<file path="config.mk">
export PLATFORM = sky130hd
export DESIGN_NAME = condlogic_it
export DESIGN_NICKNAME = d
export VERILOG_FILES = /design/src/rtl/condlogic_it.sv
export SDC_FILE = /design/constraint.sdc
export NUM_CORES = 1
export LEC_CHECK = 0
export BUFFER_PORTS_ARGS = -buffer_cell sky130_fd_sc_hd__buf_2
export CAP_MARGIN = 20
export CORE_MARGIN = 2
export CORE_UTILIZATION = 52
export DETAILED_ROUTE_END_ITERATION = 10
export PLACE_DENSITY = 0.85
export SETUP_SLACK_MARGIN = 0.02
export SYNTH_ARGS = -nofsm -noshare
export SYNTH_HDL_FRONTEND = slang
export SYNTH_SLANG_ARGS = --single-unit
</file>
<file path="constraint.sdc">
create_clock -name clk -period 6.2 [get_ports clk]
set_input_delay 1.86 -clock clk [delete_from_list [all_inputs] [get_ports clk]]
set_output_delay 1.86 -clock clk [all_outputs]
set_load 0.01 [all_outputs]
</file>
<file path="src/rtl/condlogic_it.sv">
// Conditional-execution unit: per-thread NZCV flags, ARM condition decode,
// gated write enables and a per-thread IT-block slot sequencer.
module condlogic_it #(
  parameter  int NTHREADS = 2,
  parameter  int IT_MAX   = 4,
  localparam int TW       = (NTHREADS > 1) ? $clog2(NTHREADS) : 1,
  localparam int LW       = $clog2(IT_MAX + 1)
) (
  input  logic          clk,
  input  logic          reset,
  input  logic          InstrValid,
  input  logic          Stall,
  input  logic [TW-1:0] Tid,
  input  logic [3:0]    Cond,
  input  logic [3:0]    ALUFlags,
  input  logic [1:0]    FlagW,
  input  logic          PCS,
  input  logic          RegW,
  input  logic          MemW,
  input  logic          ITStart,
  input  logic [3:0]    ITFirstCond,
  input  logic [LW-1:0] ITLen,
  input  logic [IT_MAX-1:0] ITThen,
  output logic          CondEx,
  output logic          PCSrc,
  output logic          RegWrite,
  output logic          MemWrite,
  output logic          InIT,
  output logic [3:0]    FlagsOut
);

  typedef enum logic [3:0] {
    C_EQ = 4'h0, C_NE = 4'h1, C_CS = 4'h2, C_CC = 4'h3,
    C_MI = 4'h4, C_PL = 4'h5, C_VS = 4'h6, C_VC = 4'h7,
    C_HI = 4'h8, C_LS = 4'h9, C_GE = 4'hA, C_LT = 4'hB,
    C_GT = 4'hC, C_LE = 4'hD, C_AL = 4'hE, C_NV = 4'hF
  } cond_e;

  localparam logic [LW-1:0] MAX_LEN = LW'(IT_MAX);

  function automatic logic cond_pass(input logic [3:0] c, input logic [3:0] f);
    logic n, z, cy, v;
    {n, z, cy, v} = f;
    case (cond_e'(c))
      C_EQ:    cond_pass = z;
      C_NE:    cond_pass = ~z;
      C_CS:    cond_pass = cy;
      C_CC:    cond_pass = ~cy;
      C_MI:    cond_pass = n;
      C_PL:    cond_pass = ~n;
      C_VS:    cond_pass = v;
      C_VC:    cond_pass = ~v;
      C_HI:    cond_pass = cy & ~z;
      C_LS:    cond_pass = ~cy | z;
      C_GE:    cond_pass = (n == v);
      C_LT:    cond_pass = (n != v);
      C_GT:    cond_pass = ~z & (n == v);
      C_LE:    cond_pass = z | (n != v);
      default: cond_pass = 1'b1;
    endcase
  endfunction

  logic [3:0]    r_flags [NTHREADS];
  logic [LW-1:0] r_itcnt [NTHREADS];
  logic [3:0]    r_itq   [NTHREADS][IT_MAX];

  logic [TW-1:0] w_tid;
  logic          w_commit;
  logic          w_in_it;
  logic [3:0]    w_eff;
  logic [LW-1:0] w_len;
  logic [3:0]    w_slot [IT_MAX];

  always_comb begin
    // Out-of-range thread ids alias onto thread 0
    w_tid    = (int'(Tid) < NTHREADS) ? Tid : '0;
    w_commit = InstrValid & ~Stall & ~reset;
    w_in_it  = (r_itcnt[w_tid] != '0);
    w_eff    = w_in_it ? r_itq[w_tid][0] : Cond;
    w_len    = (ITLen > MAX_LEN) ? MAX_LEN : ITLen;
    for (int unsigned i = 0; i < IT_MAX; i++)
      w_slot[i] = (i == 0 || ITThen[i]) ? ITFirstCond : (ITFirstCond ^ 4'b0001);
  end

  always_comb begin
    CondEx   = cond_pass(w_eff, r_flags[w_tid]);
    RegWrite = RegW & CondEx & w_commit;
    MemWrite = MemW & CondEx & w_commit;
    PCSrc    = PCS  & CondEx & w_commit;
    InIT     = w_in_it;
    FlagsOut = r_flags[w_tid];
  end

  always_ff @(posedge clk) begin
    if (reset) begin
      for (int unsigned t = 0; t < NTHREADS; t++) begin
        r_flags[t] <= '0;
        r_itcnt[t] <= '0;
        for (int unsigned s = 0; s < IT_MAX; s++)
          r_itq[t][s] <= '0;
      end
    end else if (w_commit) begin
      if (CondEx) begin
        if (FlagW[1]) r_flags[w_tid][3:2] <= ALUFlags[3:2];
        if (FlagW[0]) r_flags[w_tid][1:0] <= ALUFlags[1:0];
      end
      if (w_in_it) begin
        // A taken branch abandons the rest of the block
        r_itcnt[w_tid] <= PCSrc ? '0 : (r_itcnt[w_tid] - LW'(1));
        for (int unsigned s = 0; s + 1 < IT_MAX; s++)
          r_itq[w_tid][s] <= r_itq[w_tid][s+1];
        r_itq[w_tid][IT_MAX-1] <= '0;
      end else if (ITStart && CondEx && (w_len != '0)) begin
        r_itcnt[w_tid] <= w_len;
        for (int unsigned s = 0; s < IT_MAX; s++)
          r_itq[w_tid][s] <= w_slot[s];
      end
    end
  end

endmodule

</file>
==> results.py, run 1 <==
metrics = {
    "critical_path": {
        "reg2reg_to": "r_itq[0][11]$_SDFFCE_PN0P_",
        "crit_chain": "buf_2 > mux2_4 > inv_2 > ha_4 > a22oi_1 > a31o_1 > a211o_1 > mux2_4 > o32a_4 > and3_1 > buf_2",
        "crit_buf_inv": 3,
        "path_max_fanout": 6,
        "start_kind": "input port",
        "crit_family": "compound AO/OA/AOI/OAI gates",
        "arrival_ps": 4180,
        "max_stage_delay_ps": 330,
        "worstSetupPathType": "input port to output pin",
        "r2r_slack_ps": 2540,
        "regToRegStartpoint": "r_itcnt[0][0]$_SDFFCE_PN0P_",
        "r2r_cells": 13,
        "critPathCaptureType": "output pin",
        "worstPathRequired_ps": 4340,
        "cp_slowest_cell": "mux2_4",
    },
    "min_path": {
        "min_from": "r_itq[0][8]$_SDFFCE_PN0P_",
        "min_path_cells": 2,
        "min_path_type": "register to register",
        "min_to": "r_itq[0][12]$_SDFFCE_PN0P_",
    },
    "cts": {
        "clockBufferDepth": 2,
        "insertion_delay_ps": 290,
        "numCtsBuffers": 5,
        "cts_tree": "built",
        "clk_pin_slew_ps": 80,
        "ctsHoldBuffers": 0,
        "htree_levels": 2,
        "clock_sinks": 46,
        "cts-root-buf": "clkbuf_8",
    },
    "final_layout": {
        "drive_above_1_share_pct": 28.4,
        "syn_to_final_growth_pct": 16.3,
        "diodes": 0,
        "fill_cells": 422,
        "instances_no_fill": 352,
        "final_nets": 314,
    },
    "yosys": {
        "yosysSeqAreaShare_pct": 50.8,
        "avgSynthCellArea_um2": 11.4,
        "synth-edff-count": 46,
        "synth_common_cells": "edfxtp_1 (46), nand2_1 (19), nor2_1 (17), a21oi_1 (16), mux2i_1 (12)",
        "ys.flop_type": "edfxtp_1",
        "syn_area_um2": 2720,
        "synth_area_leaders": "edfxtp_1 (51%), mux2i_1 (4.4%), a21oi_1 (2.9%)",
        "synth_warnings": 0,
        "synthMostInstantiatedCell": "edfxtp_1",
        "ys_async_sr_fraction_pct": 0,
        "yosys.area.top_type": "edfxtp_1",
        "ys_seq_elements": 46,
        "netlist-cell-type-count": 58,
        "synth_top_area_share_pct": 50.8,
        "synth_nets": 270,
        "synth_cells": 238,
    },
    "sta": {
        "rsz0062_at_grt": "no",
        "post-route-min-period_ps": 6040,
        "fin_ws_ps": 161,
        "fin_tns_setup_ps": 0,
        "setup_violations": 0,
        "fin_hold_ws_ps": 566,
        "worst_pin_slew_ps": 724,
        "report.final.slew_viol_count": 0,
        "hold_viol": 0,
        "maxSlewHeadroom_pct": 51.7,
        "clock.fmax_ghz": 0.166,
        "finalCritPeriodShare_pct": 97.4,
        "clock_skew_ps": 6.47,
    },
    "route": {
        "drtIter0Drc": 101,
        "drt_wl_total_um": 5590,
        "firstDrtPassIters": 4,
        "vias_per_cell": 5.80,
        "ant_nets": 0,
        "drc_errors": 0,
        "vias": 2043,
        "wl_per_cell_um": 15.9,
    },
    "run_status": {
        "status": "complete, no violations",
    },
    "global_route": {
        "antenna_found_initial": 0,
        "globalRouteTotalUtil_pct": 20.0,
        "grt_first_pass_wirelength_um": 9290,
        "grt_max_degree": 26,
        "globalRouteOverflowTotal": 0,
        "grt_pass1_vias": 1934,
    },
    "die": {
        "die_w_um": 76.3,
        "start_util_pct": 53.6,
        "fp.dieH_um": 76.3,
        "coreArea_um2": 5070,
        "dieArea_um2": 5820,
        "rows": 26,
        "io_pins": 39,
    },
    "placement": {
        "place_ws_ps": 5.89,
        "detailed_place_hpwl_um": 4020,
        "dpl.cell_count": 342,
        "port_buffers": 37,
        "place_congestion": 0.899,
    },
    "run": {
        "max_cap_violations": 0,
    },
    "power_and_ir_drop": {
        "total_leakage_power_nw": 1.26,
        "peakVddDrop_uv": 197,
        "pwr_density_cell_nw_per_um2": 233,
    },
}
-- state kept, by name, indices dropped and copies added, names as in the netlist --
register  count
r_flags       8
r_itcnt       6
r_itq        32
-- worst reg2reg max path, stage by stage, from the launching register on --
cell and delay (ps):
edfxtp_1 370, mux2_4 290, inv_2 90, ha_4 170
a22oi_1 130, a31o_1 210, a211o_1 310, mux2_4 330
o32a_4 270, buf_12 150, buf_4 170, a31oi_1 310
nand2b_1 310, buf_4 300
-- metal layers --
| layer | wire, µm | GRT usage [%] | part of all wire [%] |
|---|---|---|---|
| met1 | 2510 | 27.8 | 45 |
| met2 | 2760 | 33.5 | 49 |
| met3 | 287 | 3.55 | 5.1 |
| met4 | 36 | 3.82 | 0.64 |
| met5 | 0 | 0 | 0 |
-- area by class of cell --
cell class	instances	area, µm²	area share (%)
repair buffers	49	288	9.10
multi-input cells	172	1270	40.2
clock buffers	5	68.8	2.18
clock inverters	2	33.8	1.07
well taps	70	87.6	2.77
flip-flops and latches	46	1380	43.7
inverters	8	30.0	0.950
-- per-stage QoR --
stage / total power, W / util [%] / area, µm²
2_1_floorplan: 0.000476 / - / 2760
3_3_place_gp: 0.000514 / 59.4 / 3010
3_5_place_dp: 0.000519 / 59.4 / 3010
4_1_cts: 0.000737 / 62.2 / 3160
5_1_grt: 0.000767 / 62.3 / 3160
6_report: 0.000737 / 62.3 / 3160
-- where the power goes --
part | leakage, nW | internal [W] | switching [W] | total, W
Clock | 0.0517 | 0.000117 | 0.0000947 | 0.000211
Sequential | 0.478 | 0.000359 | 0.00000662 | 0.000365
Combinational | 0.727 | 0.0000702 | 0.0000905 | 0.000161
Total | 1.26 | 0.000545 | 0.000192 | 0.000737
-- cells in the final DEF, fill, tap and decap left out, types with 3 or more instances in the layout --
cell type	instances
xnor2_1	3
inv_1	4
o21ai_0	7
a21oi_1	16
nor3b_1	5
xor2_1	4
nand2_1	19
a31o_1	5
nand2b_1	6
clkbuf_8	5
nor2_1	17
and3_1	4
and4_1	8
nand3_1	4
edfxtp_1	46
buf_2	37
o31ai_1	4
buf_4	11
o22ai_1	3
nor3_1	3
inv_2	4
mux2i_1	11
mux2_2	6
-- logic make-up after synthesis --
| logic type | Yosys count | share of synthesized area [%] |
|---|---|---|
| and+or+nand+nor | 83 | 17.3 |
| muxes | 21 | 8.38 |
| AOI/OAI and AO/OA | 58 | 16.0 |
| xor gates and xnor gates | 8 | 3.08 |
| DFF | 46 | 50.8 |
| adders and majority gates | 2 | 0.921 |
| buffers and inverters | 20 | 3.50 |
-- worst max-delay path by stage --
stage,end,depth (start not counted),startpoint
6_report,PCSrc,11,Tid
5_1_grt,PCSrc,10,Tid
4_1_cts,MemWrite,12,Tid
3_5_place_dp,MemWrite,12,Tid
3_3_place_gp,MemWrite,12,Tid
2_1_floorplan,MemWrite,13,Tid
-- what timing repair did --
item | CTS | global route
endpoints found under the setup margin | 3 | 4
endpoints found under the hold margin | 0 | 0
cloned | 0 | 0
buffers inserted | 3 | 0
pin swaps | 1 | 1
gates resized for setup | 1 | 4
Note: power is estimated with default switching activity, not from simulation.
==> run 2, diff against run 1 <==
CORE_UTILIZATION = 30   (was 52)
PLACE_DENSITY = 0.58   (was 0.85)
==> run 2 against run 1 <==
  * Power up 0.27%
  * Setup slack worse by 21 ps
  * Final area up 1.7%
  * Critical path type unchanged
  * Highest routed layer unchanged
==> results.py, run 2 (same netlist as run 1, synthesis figures left out) <==
metrics = {
    "cts": {
        "clockBufferDepth": 2,
        "cts-root-buf": "clkbuf_8",
        "numCtsBuffers": 5,
        "cts_tree": "built",
        "htree_levels": 2,
        "ctsHoldBuffers": 0,
        "clk_pin_slew_ps": 80,
        "insertion_delay_ps": 290,
        "clock_sinks": 46,
    },
    "sta": {
        "fin_ws_ps": 141,
        "clock_skew_ps": 3.20,
        "report.final.slew_viol_count": 0,
        "clock.fmax_ghz": 0.165,
        "finalCritPeriodShare_pct": 97.7,
        "hold_viol": 0,
        "setup_violations": 0,
        "maxSlewHeadroom_pct": 48.9,
        "rsz0062_at_grt": "no",
        "post-route-min-period_ps": 6060,
        "fin_tns_setup_ps": 0,
        "worst_pin_slew_ps": 766,
    },
    "global_route": {
        "antenna_found_initial": 0,
        "grt_max_degree": 49,
        "grt_pass1_vias": 2004,
        "globalRouteTotalUtil_pct": 12.4,
        "grt_first_pass_wirelength_um": 9600,
        "globalRouteOverflowTotal": 0,
    },
    "critical_path": {
        "worstPathRequired_ps": 4340,
        "crit_family": "compound AO/OA/AOI/OAI gates",
        "cp_slowest_cell": "o32a_4",
        "crit_chain": "buf_2 > buf_12 > mux2i_4 > a21oi_1 > or2_0 > a211o_1 > and3_1 > o32a_4 > and3_1 > buf_2",
        "critPathCaptureType": "output pin",
        "max_stage_delay_ps": 350,
        "start_kind": "input port",
        "cp.depth": 10,
        "path_max_fanout": 48,
        "arrival_ps": 4200,
        "worstSetupPathType": "input port to output pin",
        "crit_buf_inv": 3,
        "r2r_cells": 12,
    },
    "route": {
        "drt_wl_total_um": 6000,
        "ant_nets": 0,
        "wl_per_cell_um": 15.4,
        "vias_per_cell": 5.23,
        "firstDrtPassIters": 4,
        "drc_errors": 0,
        "vias": 2039,
        "drtIter0Drc": 106,
    },
    "run": {
        "max_cap_violations": 0,
    },
    "power_and_ir_drop": {
        "power_frac_comb_pct": 21.2,
        "intPower_w": 0.000543,
        "seq_power_share_pct": 49.4,
        "clockPowerShare_pct": 29.4,
        "total_leakage_power_nw": 1.26,
        "netSwitchingFraction_pct": 26.5,
        "pwr_density_cell_nw_per_um2": 230,
        "peakVddDrop_uv": 110,
        "power_switching_w": 0.000196,
    },
    "final_layout": {
        "final_cell_mix": "edfxtp_1 (46), buf_2 (37), nand2_1 (19), nor2_1 (17), a21oi_1 (16)",
        "largest_register": "r_itq",
        "drive_above_1_share_pct": 28.4,
        "postLayoutCellArea_um2": 3220,
        "final_common_cell": "edfxtp_1",
        "syn_to_final_growth_pct": 18.4,
        "largest_reg_flops": 32,
        "final_nets": 313,
        "reg_top3": "r_itq: 32 flops, r_flags: 8 flops, r_itcnt: 6 flops",
        "diodes": 0,
    },
    "run_status": {
        "status": "complete, no violations",
    },
    "placement": {
        "place_ws_ps": 50.1,
        "port_buffers": 37,
        "placed_area_um2": 3080,
        "detailed_place_hpwl_um": 4360,
        "place_congestion": 0.750,
    },
    "min_path": {
        "min_path_cells": 2,
        "min_path_type": "register to register",
    },
    "die": {
        "fp.dieH_um": 99.2,
        "rows": 34,
        "die_w_um": 99.2,
        "coreArea_um2": 8760,
        "start_util_pct": 31.0,
        "io_pins": 39,
        "dieArea_um2": 9840,
    },
}
run 2: final cells by class:
cell class | count | area (µm²)
inverters | 8 | 30.0
flip-flops and latches | 46 | 1380
well taps | 108 | 135
multi-input cells | 172 | 1280
clock buffers | 5 | 68.8
clock inverters | 3 | 40.0
fillers | 867 | 5550
repair buffers | 48 | 280
run 2: timing repair:
item	CTS	global route
setup buffers	0	1
gates resized for setup	0	4
setup endpoints to repair	0	3
run 2: routing by layer:
metal  up-vias  global-route usage, %  wire length (µm)
met1       974                   15.9              2710
li1       1006                      -                 -
met4         0                   2.42                23
met5         -                      0                 0
met3         4                   3.09               269
met2        55                   21.3              3000
run 2: worst reg2reg max path: stages, from the launching register on:
cell	delay, ps
edfxtp_1	380
mux2_4	300
inv_2	90
ha_4	170
inv_1	100
nor2_4	180
a311oi_1	110
a211o_1	300
mux2_4	340
o32a_4	250
buf_4	210
a31oi_2	310
nand2b_1	420
run 2: power by group through the flow:
stage | combinational, W | sequential (W) | clock, W
floorplan | 0.000105 | 0.000370 | 0
global placement | 0.000151 | 0.000371 | 0
detailed placement | 0.000155 | 0.000372 | 0
CTS | 0.000155 | 0.000365 | 0.000222
global route | 0.000172 | 0.000367 | 0.000235
finish | 0.000157 | 0.000365 | 0.000217
run 2: worst paths after layout:
| kind | startpoint | slack, ps | end |
|---|---|---|---|
| max | Tid | 140 | RegWrite |
| min | r_itq[0][8]$_SDFFCE_PN0P_ | 560 | r_itq[0][12]$_SDFFCE_PN0P_ |
| max reg2reg | r_itcnt[0][0]$_SDFFCE_PN0P_ | 2680 | r_itq[1][3]$_DFFE_PP_ |
| min reg2reg | r_itq[0][8]$_SDFFCE_PN0P_ | 560 | r_itq[0][12]$_SDFFCE_PN0P_ |
run 2: per-stage QoR:
| stage | power, W | instances | utilization [%] | hold slack (ps) |
|---|---|---|---|---|
| after global routing | 0.000775 | 390 | 36.7 | 588 |
| after global placement | 0.000523 | 381 | 35.2 | 542 |
| after detailed placement | 0.000527 | 381 | 35.2 | 544 |
| after floorplan | 0.000476 | 238 | - | 527 |
| after CTS | 0.000742 | 389 | 36.4 | 564 |
| final | 0.000739 | 390 | 36.7 | 564 |
==> run 3, diff against run 2 <==
ABC_CLOCK_PERIOD_IN_PS = 6200   (was default)
CORE_UTILIZATION = 27   (was 30)
PLACE_DENSITY = default   (was 0.58)
==> run 3 against run 2 <==
  * Sequential cell count stayed put
  * Wire length is 0.13% lower
  * Final cell count rose by 7.4%
  * Critical path depth up 2
==> results.py, run 3 (same netlist as run 1, synthesis figures left out) <==
metrics = {
    "die": {
        "io_pins": 39,
        "start_util_pct": 27.8,
        "dieArea_um2": 10900,
        "fp.dieH_um": 104,
        "die_w_um": 104,
        "rows": 36,
        "coreArea_um2": 9770,
    },
    "route": {
        "ant_nets": 0,
        "vias_per_cell": 4.90,
        "wl_per_cell_um": 14.3,
        "drc_errors": 0,
        "drtIter0Drc": 98,
        "drt_wl_total_um": 5990,
        "vias": 2055,
        "firstDrtPassIters": 4,
    },
    "critical_path": {
        "arrival_ps": 4170,
        "path_max_fanout": 6,
        "worstPathRequired_ps": 4340,
        "crit_chain": "clkbuf_4 > mux2_4 > inv_2 > ha_4 > inv_2 > nor2_4 > a311oi_1 > a211o_1 > mux2_4 > o32a_4 > and3_1 > buf_2",
        "worstSetupPathType": "input port to output pin",
        "start_kind": "input port",
        "max_stage_delay_ps": 330,
        "cp_slowest_cell": "mux2_4",
        "r2r_cells": 13,
        "critPathCaptureType": "output pin",
    },
    "sta": {
        "maxSlewHeadroom_pct": 48.8,
        "worst_pin_slew_ps": 768,
        "hold_viol": 0,
        "setup_violations": 0,
        "fin_tns_setup_ps": 0,
        "clock_skew_ps": 9.04,
        "report.final.slew_viol_count": 0,
        "post-route-min-period_ps": 6030,
        "clock.fmax_ghz": 0.166,
        "finalCritPeriodShare_pct": 97.3,
        "rsz0062_at_grt": "no",
    },
    "power_and_ir_drop": {
        "pwr_density_cell_nw_per_um2": 216,
        "clockPowerShare_pct": 24.4,
        "seq_power_share_pct": 52.1,
        "total_leakage_power_nw": 1.26,
        "power_frac_comb_pct": 23.5,
        "intPower_w": 0.000509,
        "netSwitchingFraction_pct": 27.5,
        "power.total_w": 0.000701,
        "peakVddDrop_uv": 88.6,
        "power_switching_w": 0.000192,
    },
    "global_route": {
        "grt_max_degree": 30,
        "grt_pass1_vias": 2001,
        "antenna_found_initial": 0,
        "globalRouteTotalUtil_pct": 11.2,
        "globalRouteOverflowTotal": 0,
        "grt_first_pass_wirelength_um": 9830,
    },
    "cts": {
        "cts_tree": "built",
        "numCtsBuffers": 5,
        "htree_levels": 2,
        "cts-root-buf": "clkbuf_8",
        "clk_pin_slew_ps": 80,
        "clock_sinks": 46,
        "clockBufferDepth": 2,
        "insertion_delay_ps": 300,
    },
    "final_layout": {
        "drive_above_1_share_pct": 29.0,
        "largest_reg_flops": 32,
        "final_nets": 317,
        "largest_register": "r_itq",
        "final_cell_mix": "edfxtp_1 (46), buf_2 (36), nand2_1 (19), nor2_1 (17), a21oi_1 (16)",
        "final_common_cell": "edfxtp_1",
        "reg_top3": "r_itq: 32 flops, r_flags: 8 flops, r_itcnt: 6 flops",
        "syn_to_final_growth_pct": 19.4,
        "diodes": 0,
    },
    "min_path": {
        "min_path_cells": 2,
        "min_path_type": "register to register",
    },
    "run_status": {
        "status": "complete, no violations",
    },
    "placement": {
        "detailed_place_hpwl_um": 4330,
        "port_buffers": 37,
        "place_congestion": 0.780,
    },
    "run": {
        "max_cap_violations": 0,
    },
}
[run 3: power groups by stage]
stage / clock network [W] / registers (W) / logic (W)
global placement: 0 / 0.000372 / 0.000152
finish: 0.000171 / 0.000365 / 0.000165
detailed placement: 0 / 0.000372 / 0.000154
global route: 0.000186 / 0.000367 / 0.000181
floorplan: 0 / 0.000370 / 0.000105
CTS: 0.000177 / 0.000365 / 0.000155
[run 3: path summary, 6_finish.rpt]
check | from | to | slack, ps
min reg2reg | r_itq[0][8]$_SDFFCE_PN0P_ | r_itq[0][12]$_SDFFCE_PN0P_ | 580
max | Tid | RegWrite | 170
min | r_itq[0][8]$_SDFFCE_PN0P_ | r_itq[0][12]$_SDFFCE_PN0P_ | 580
max reg2reg | r_itcnt[0][0]$_SDFFCE_PN0P_ | r_itq[1][6]$_DFFE_PP_ | 2580
[run 3: final cells by class]
class / count / area, µm²
tap: 133 / 166
inverter: 8 / 30.0
clock inverter: 2 / 8.76
timing repair buffer: 52 / 304
clock buffer: 6 / 72.6
sequential: 46 / 1380
multi-input combinational: 172 / 1280
fill: 1005 / 6530
[run 3: per-stage QoR]
step                      instance area [µm²]  util, %  hold WS [ps]  worst slack (ps)  cells
final                                    3240     33.2           575               169    419
after global routing                     3240     33.2           620              56.9    419
after CTS                                3190     32.6           583              26.8    415
after detailed placement                 3110     31.8           566              37.8    407
after global placement                   3110     31.8           553              24.3    407
after floorplan                          2760        -           527              24.8    238
[run 3: repair_timing]
action                     4_1_cts  5_1_grt
hold buffers                     0        0
gates resized for setup          0        7
setup buffers                    0        4
setup endpoints to repair        0        4
[run 3: metal layers]
| layer | part of all wire, % | global-route usage (%) | wire (µm) |
|---|---|---|---|
| met4 | 1.6 | 3.47 | 95 |
| met3 | 4.0 | 2.44 | 237 |
| met5 | 0 | 0 | 0 |
| met2 | 49 | 19.6 | 2970 |
| met1 | 45 | 13.8 | 2690 |
[run 3: worst max-delay path, delay by kind of cell]
| kind | cells | cell delay, ps |
|---|---|---|
| AND/OR/NAND/NOR | 2 | 340 |
| buffers and inverters | 4 | 440 |
| AO/OA/AOI/OAI | 3 | 690 |
| multiplexers | 2 | 650 |
| adder cells (fa/ha/maj) | 1 | 170 |
